==> config.mk <==
export PLATFORM = sky130hd
export DESIGN_NAME = turn_sequencer
export DESIGN_NICKNAME = d
export VERILOG_FILES = /design/src/rtl/turn_sequencer.sv
export SDC_FILE = /design/constraint.sdc
export NUM_CORES = 1
export LEC_CHECK = 0
export ABC_AREA = 1
export CAP_MARGIN = 0
export CELL_PAD_IN_SITES_DETAIL_PLACEMENT = 1
export CELL_PAD_IN_SITES_GLOBAL_PLACEMENT = 2
export CORE_ASPECT_RATIO = 1.2
export CORE_MARGIN = 2
export CORE_UTILIZATION = 39
export DETAILED_ROUTE_END_ITERATION = 10
export DONT_BUFFER_PORTS = 1
export PLACE_DENSITY_LB_ADDON = 0.1
export SYNTH_ARGS = -nofsm -noshare
export SYNTH_HDL_FRONTEND = slang
export SYNTH_SLANG_ARGS = --single-unit
==> constraint.sdc <==
create_clock -name clk -period 5.77 [get_ports clk]
set_clock_uncertainty 0.2 [all_clocks]
set_input_delay 0.8655 -clock clk [delete_from_list [all_inputs] [get_ports clk]]
set_output_delay 0.8655 -clock clk [all_outputs]
set_load 0.01 [all_outputs]
==> src/rtl/turn_sequencer.sv <==
// turn_sequencer: gomoku game controller; validates a placement, writes the stone,
// launches the win checker and turns its verdict into win, draw or next turn.
module turn_sequencer #(
    parameter int BOARD_CELLS   = 225,
    parameter int MEM_LATENCY   = 1,
    parameter int CHECK_TIMEOUT = 1023
) (
    input  logic       clk,
    input  logic       reset,
    input  logic       place,
    input  logic [7:0] cursor,
    output logic       mem_sel,
    output logic [7:0] mem_addr,
    output logic [1:0] mem_wdata,
    output logic       mem_we,
    input  logic [1:0] mem_rdata,
    output logic       check_go,
    output logic [7:0] check_pointer,
    output logic [1:0] check_chess,
    input  logic       check_success,
    input  logic       check_fail,
    output logic [1:0] current_player,
    output logic [1:0] winner,
    output logic       game_over,
    output logic       busy,
    output logic       reject,
    output logic [8:0] move_count,
    output logic       check_err
);
    localparam int TW = $clog2(CHECK_TIMEOUT + 1);
    localparam int LW = (MEM_LATENCY > 1) ? $clog2(MEM_LATENCY) : 1;

    typedef enum logic [2:0] {S_IDLE, S_READ, S_JUDGE, S_WRITE, S_LAUNCH, S_CHECK, S_OVER} state_t;

    state_t         r_state, w_next;
    logic           r_place_d;
    logic [7:0]     r_pos;
    logic [LW-1:0]  r_lat;
    logic [TW-1:0]  r_to;
    logic [1:0]     r_player, r_winner, r_chess;
    logic [7:0]     r_pointer;
    logic [8:0]     r_count;
    logic           r_over, r_reject, r_err;
    logic           w_edge, w_occupied, w_timeout, w_fail, w_draw;
    logic [8:0]     w_cnt_inc;

    assign w_edge     = place & ~r_place_d;
    assign w_occupied = mem_rdata != 2'b00;
    assign w_timeout  = r_to == TW'(CHECK_TIMEOUT - 1);
    assign w_fail     = check_fail | w_timeout;
    assign w_cnt_inc  = (r_count == 9'd511) ? r_count : r_count + 9'd1;
    assign w_draw     = w_cnt_inc == 9'(BOARD_CELLS);

    always_ff @(posedge clk or posedge reset) begin
        if (reset) r_state <= S_IDLE;
        else       r_state <= w_next;
    end

    always_comb begin
        w_next = r_state;
        case (r_state)
            S_IDLE:   w_next = w_edge ? S_READ : S_IDLE;
            S_READ:   w_next = (r_lat == LW'(MEM_LATENCY - 1)) ? S_JUDGE : S_READ;
            S_JUDGE:  w_next = w_occupied ? S_IDLE : S_WRITE;
            S_WRITE:  w_next = S_LAUNCH;
            S_LAUNCH: w_next = S_CHECK;
            S_CHECK:  w_next = (check_success || (w_fail && w_draw)) ? S_OVER : (w_fail ? S_IDLE : S_CHECK);
            default:  w_next = r_state;
        endcase
    end

    // Memory and checker strobes decode from the state register only, so no
    // checker input can reach the memory port combinationally.
    always_comb begin
        mem_sel  = !(r_state == S_LAUNCH || r_state == S_CHECK);
        mem_we   = r_state == S_WRITE;
        check_go = r_state == S_LAUNCH;
        busy     = !(r_state == S_IDLE || r_state == S_OVER);
    end

    always_ff @(posedge clk or posedge reset) begin
        if (reset) begin
            r_place_d <= 1'b1;
            r_pos     <= '0;
            r_lat     <= '0;
            r_to      <= '0;
            r_player  <= 2'b01;
            r_winner  <= 2'b00;
            r_chess   <= 2'b00;
            r_pointer <= '0;
            r_count   <= '0;
            r_over    <= 1'b0;
            r_reject  <= 1'b0;
            r_err     <= 1'b0;
        end else begin
            r_place_d <= place;
            r_reject  <= (r_state == S_JUDGE) && w_occupied;
            r_lat     <= (r_state == S_READ) ? r_lat + LW'(1) : '0;
            if (r_state == S_IDLE && w_edge) r_pos <= cursor;
            if (r_state == S_WRITE) begin
                r_pointer <= r_pos;
                r_chess   <= r_player;
            end
            if (r_state == S_LAUNCH) r_to <= '0;
            if (r_state == S_CHECK) begin
                r_to <= r_to + TW'(1);
                if (check_success) begin
                    r_count  <= w_cnt_inc;
                    r_winner <= r_player;
                    r_over   <= 1'b1;
                end else if (w_fail) begin
                    r_count <= w_cnt_inc;
                    if (!check_fail) r_err <= 1'b1;
                    if (w_draw) begin
                        r_winner <= 2'b11;
                        r_over   <= 1'b1;
                    end else begin
                        r_player <= ~r_player;
                    end
                end
            end
        end
    end

    assign mem_addr       = r_pos;
    assign mem_wdata      = r_player;
    assign check_pointer  = r_pointer;
    assign check_chess    = r_chess;
    assign current_player = r_player;
    assign winner         = r_winner;
    assign game_over      = r_over;
    assign reject         = r_reject;
    assign move_count     = r_count;
    assign check_err      = r_err;
endmodule

==> flow_metrics.py <==
metrics = {
    "grt": {
        "grtUsageMet2_pct": 28.4,
        "grt_overflow_total": 0,
        "antenna_found_initial": 0,
        "grt_util_all_layers_pct": 17.2,
        "grt_pass1_wl_mm": 8.92,
        "met1_usage_pct": 21.6,
        "use_met3_pct": 4.15,
        "grt_busiest_layer": "met2",
        "grt_pass1_vias": 1838,
        "grt_max_degree": 50,
    },
    "cts": {
        "clockBufferDepth": 2,
        "clk_latency_ns": 0.30,
        "clock-sinks": 49,
        "cts_hold_buf": 0,
        "cts_buffers": 5,
        "cts_setup_buffers": 0,
        "h-tree-depth": 2,
        "clkSlewWorstSetupHoldPaths_ns": 0.10,
        "cts-root-buf": "clkbuf_8",
        "cts_resized": 0,
        "cts_tree": "done",
    },
    "layout": {
        "postLayoutCellArea_um2": 2550,
        "drive_above_1_share_pct": 11.1,
        "layout.nets": 304,
        "synthToLayoutAreaGrowth_pct": 6.48,
        "regArea_um2": 1230,
        "final_cells": 369,
        "nFillCells": 752,
        "diodes": 0,
        "multi_input_area_um2": 988,
        "fin_util_pct": 42.7,
    },
    "placement": {
        "portBuffers": 0,
        "place_area_um2": 2460,
        "dp_cells": 361,
        "pre_cts_ws_ns": 3.53,
        "dp_hpwl_mm": 4.12,
        "place_congestion": 0.807,
    },
    "flow_run": {
        "max_cap_viol_count": 0,
    },
    "synthesis": {
        "yosysWarnings": 0,
        "ys_seq_area_share_pct": 51.3,
        "synth_compound_area_share_pct": 10.3,
        "syn_avg_cell_area_um2": 8.44,
        "synth_top_family_by_area": "simple AND/OR/NAND/NOR gates",
        "syn_area_um2": 2400,
        "syn-num-nets": 302,
        "synth-seq-cells": 49,
        "ys_types": 34,
        "synth_simple_gate_area_share_pct": 26.9,
        "syn_inst": 284,
        "yosys.area_share.adder_pct": 1.57,
        "synth_xor_area_share_pct": 1.46,
        "synthMuxAreaShare_pct": 0.940,
    },
    "worst_setup_path": {
        "critPathRequiredTime_ns": 4.70,
        "r2r-start": "move_count[0]",
        "slowest_delay_ns": 0.46,
        "startpoint_type": "register",
        "crit_slowest_cell": "dfrtp_1",
        "crit_chain": "inv_2, nor2_1, inv_1",
        "r2r.worst_path.cells": 12,
        "r2r_slack_ns": 3.63,
        "worstSetupPathType": "register to output port",
        "endpoint_kind": "output port",
        "worstReg2RegEnd": "winner[1]",
        "cp_max_fo": 7,
        "worstPathArrival_ns": 1.38,
    },
    "power": {
        "power_mw": 1.22,
        "ir_drop_uv": 173,
        "power_leakage_nw": 1.20,
        "p_per_area_nw_per_um2": 480,
    },
    "floorplanning": {
        "fp-row-count": 31,
        "fp.dieH_um": 89.9,
        "die_x_um": 75.6,
        "pin_count": 55,
        "coreArea_um2": 5970,
        "initial_utilization_pct": 40.1,
        "die_area_um2": 6790,
    },
    "route": {
        "vias": 1813,
        "avgRoutedWirePerCell_um": 14.6,
        "antenna_left": 0,
        "routed_wl_mm": 5.40,
        "drt_iter0_drc": 58,
        "drc": 0,
        "first_pass_iters": 4,
        "vias_per_cell": 4.91,
    },
    "timing": {
        "min_period_ns": 2.45,
        "drv_slew": 0,
        "fin_ws_ns": 3.32,
        "holdWs_ns": 0.244,
        "setup_viol": 0,
        "fmax_mhz": 408,
        "setup_tns_ns": 0,
        "period_share_pct": 42.4,
        "tightest_slew_ns": 1.01,
        "max-slew-margin-rel_pct": 32.5,
        "hold_violations": 0,
        "rsz0062_at_grt": "false",
    },
    "hold_path": {
        "hold_depth": 1,
        "hold_end": "r_lat",
        "hold_class": "register to register",
        "min_from": "r_lat",
    },
    "run_status": {
        "status": "finished clean",
    },
}
## cell families (layout without fill, tap and decap cells)
group,after synthesis,count (layout)
AOI/OAI and AO/OA,45,45
and+or+nand+nor,139,139
adders and majority gates,3,3
buffers and inverters,42,45
xor gates and xnor gates,4,4
muxes,2,2
DFF,49,49
## worst max path at each step
stage / start / endpoint / slack [ns] / cells after the start
final: r_state[2] / mem_sel / 3.32 / 3
after global routing: r_state[2] / mem_sel / 3.16 / 3
after CTS: r_state[2] / mem_sel / 3.27 / 3
after detailed placement: place / mem_addr[7] / 3.53 / 4
after global placement: place / mem_addr[7] / 3.54 / 4
after floorplan: reset / check_chess[0] / 3.53 / 1
## critical path: cells and delay by family, from the launching register on
family / cells / cell delay (ns)
buffers and inverters: 2 / 0.31
AND/OR/NAND/NOR: 1 / 0.31
flip-flops: 1 / 0.46
## report_power, final
part	switching [mW]	total (mW)	internal (mW)
Clock	0.115	0.201	0.0856
Combinational	0.249	0.380	0.131
Sequential	0.177	0.643	0.466
Total	0.542	1.22	0.683
## metal layers
layer / part of all wire [%] / vias up
met5: 0 / -
met1: 43 / 858
met2: 51 / 36
li1: - / 913
met4: 1.3 / 0
met3: 5.2 / 6
## synthesized netlist by cell type (all sizes together)
library cell	count	area share, %
o211ai	1	0.31
a21oi	13	2.7
a31o	2	0.73
nor3	4	1.3
nand3	18	4.5
clkinv	1	0.37
nand2	77	13
inv	36	5.6
xor2	2	0.73
ha	3	1.6
xnor2	2	0.73
a31oi	1	0.26
o21a	2	0.63
mux2	2	0.94
nand4	7	1.8
clkbuf	1	0.16
buf	4	1.3
dfrtp	47	49
nor2	33	6.2
o21ai	25	5.4
o31ai	1	0.31
dfstp	2	2.2
## placed cells by master, fill, tap and decap left out, drive strengths merged, types with 4 or more instances in the layout
cell type and n:
nand3 18, clkbuf 6, o21ai 25, dfrtp 47
nand2 77, nor2 33, a21oi 13, nand4 7
nor3 4, inv 36
## cell type report
class / count / area share, %
flip-flops and latches: 49 / 48.2
multi-input cells: 193 / 38.7
inverters: 37 / 5.64
well taps: 82 / 4.02
clock buffers: 6 / 2.84
clock inverters: 2 / 0.589
## flip-flops by register name, indices dropped and copies added, names as in the netlist
| signal | cells |
|---|---|
| r_to | 10 |
| r_place_d | 1 |
| r_lat | 1 |
| winner | 2 |
| mem_addr | 8 |
| check_err | 1 |
| check_chess | 2 |
| reject | 1 |
| game_over | 1 |
| r_state | 3 |
| check_pointer | 8 |
| current_player | 2 |
| move_count | 9 |
(Power assumes the default switching activity.)
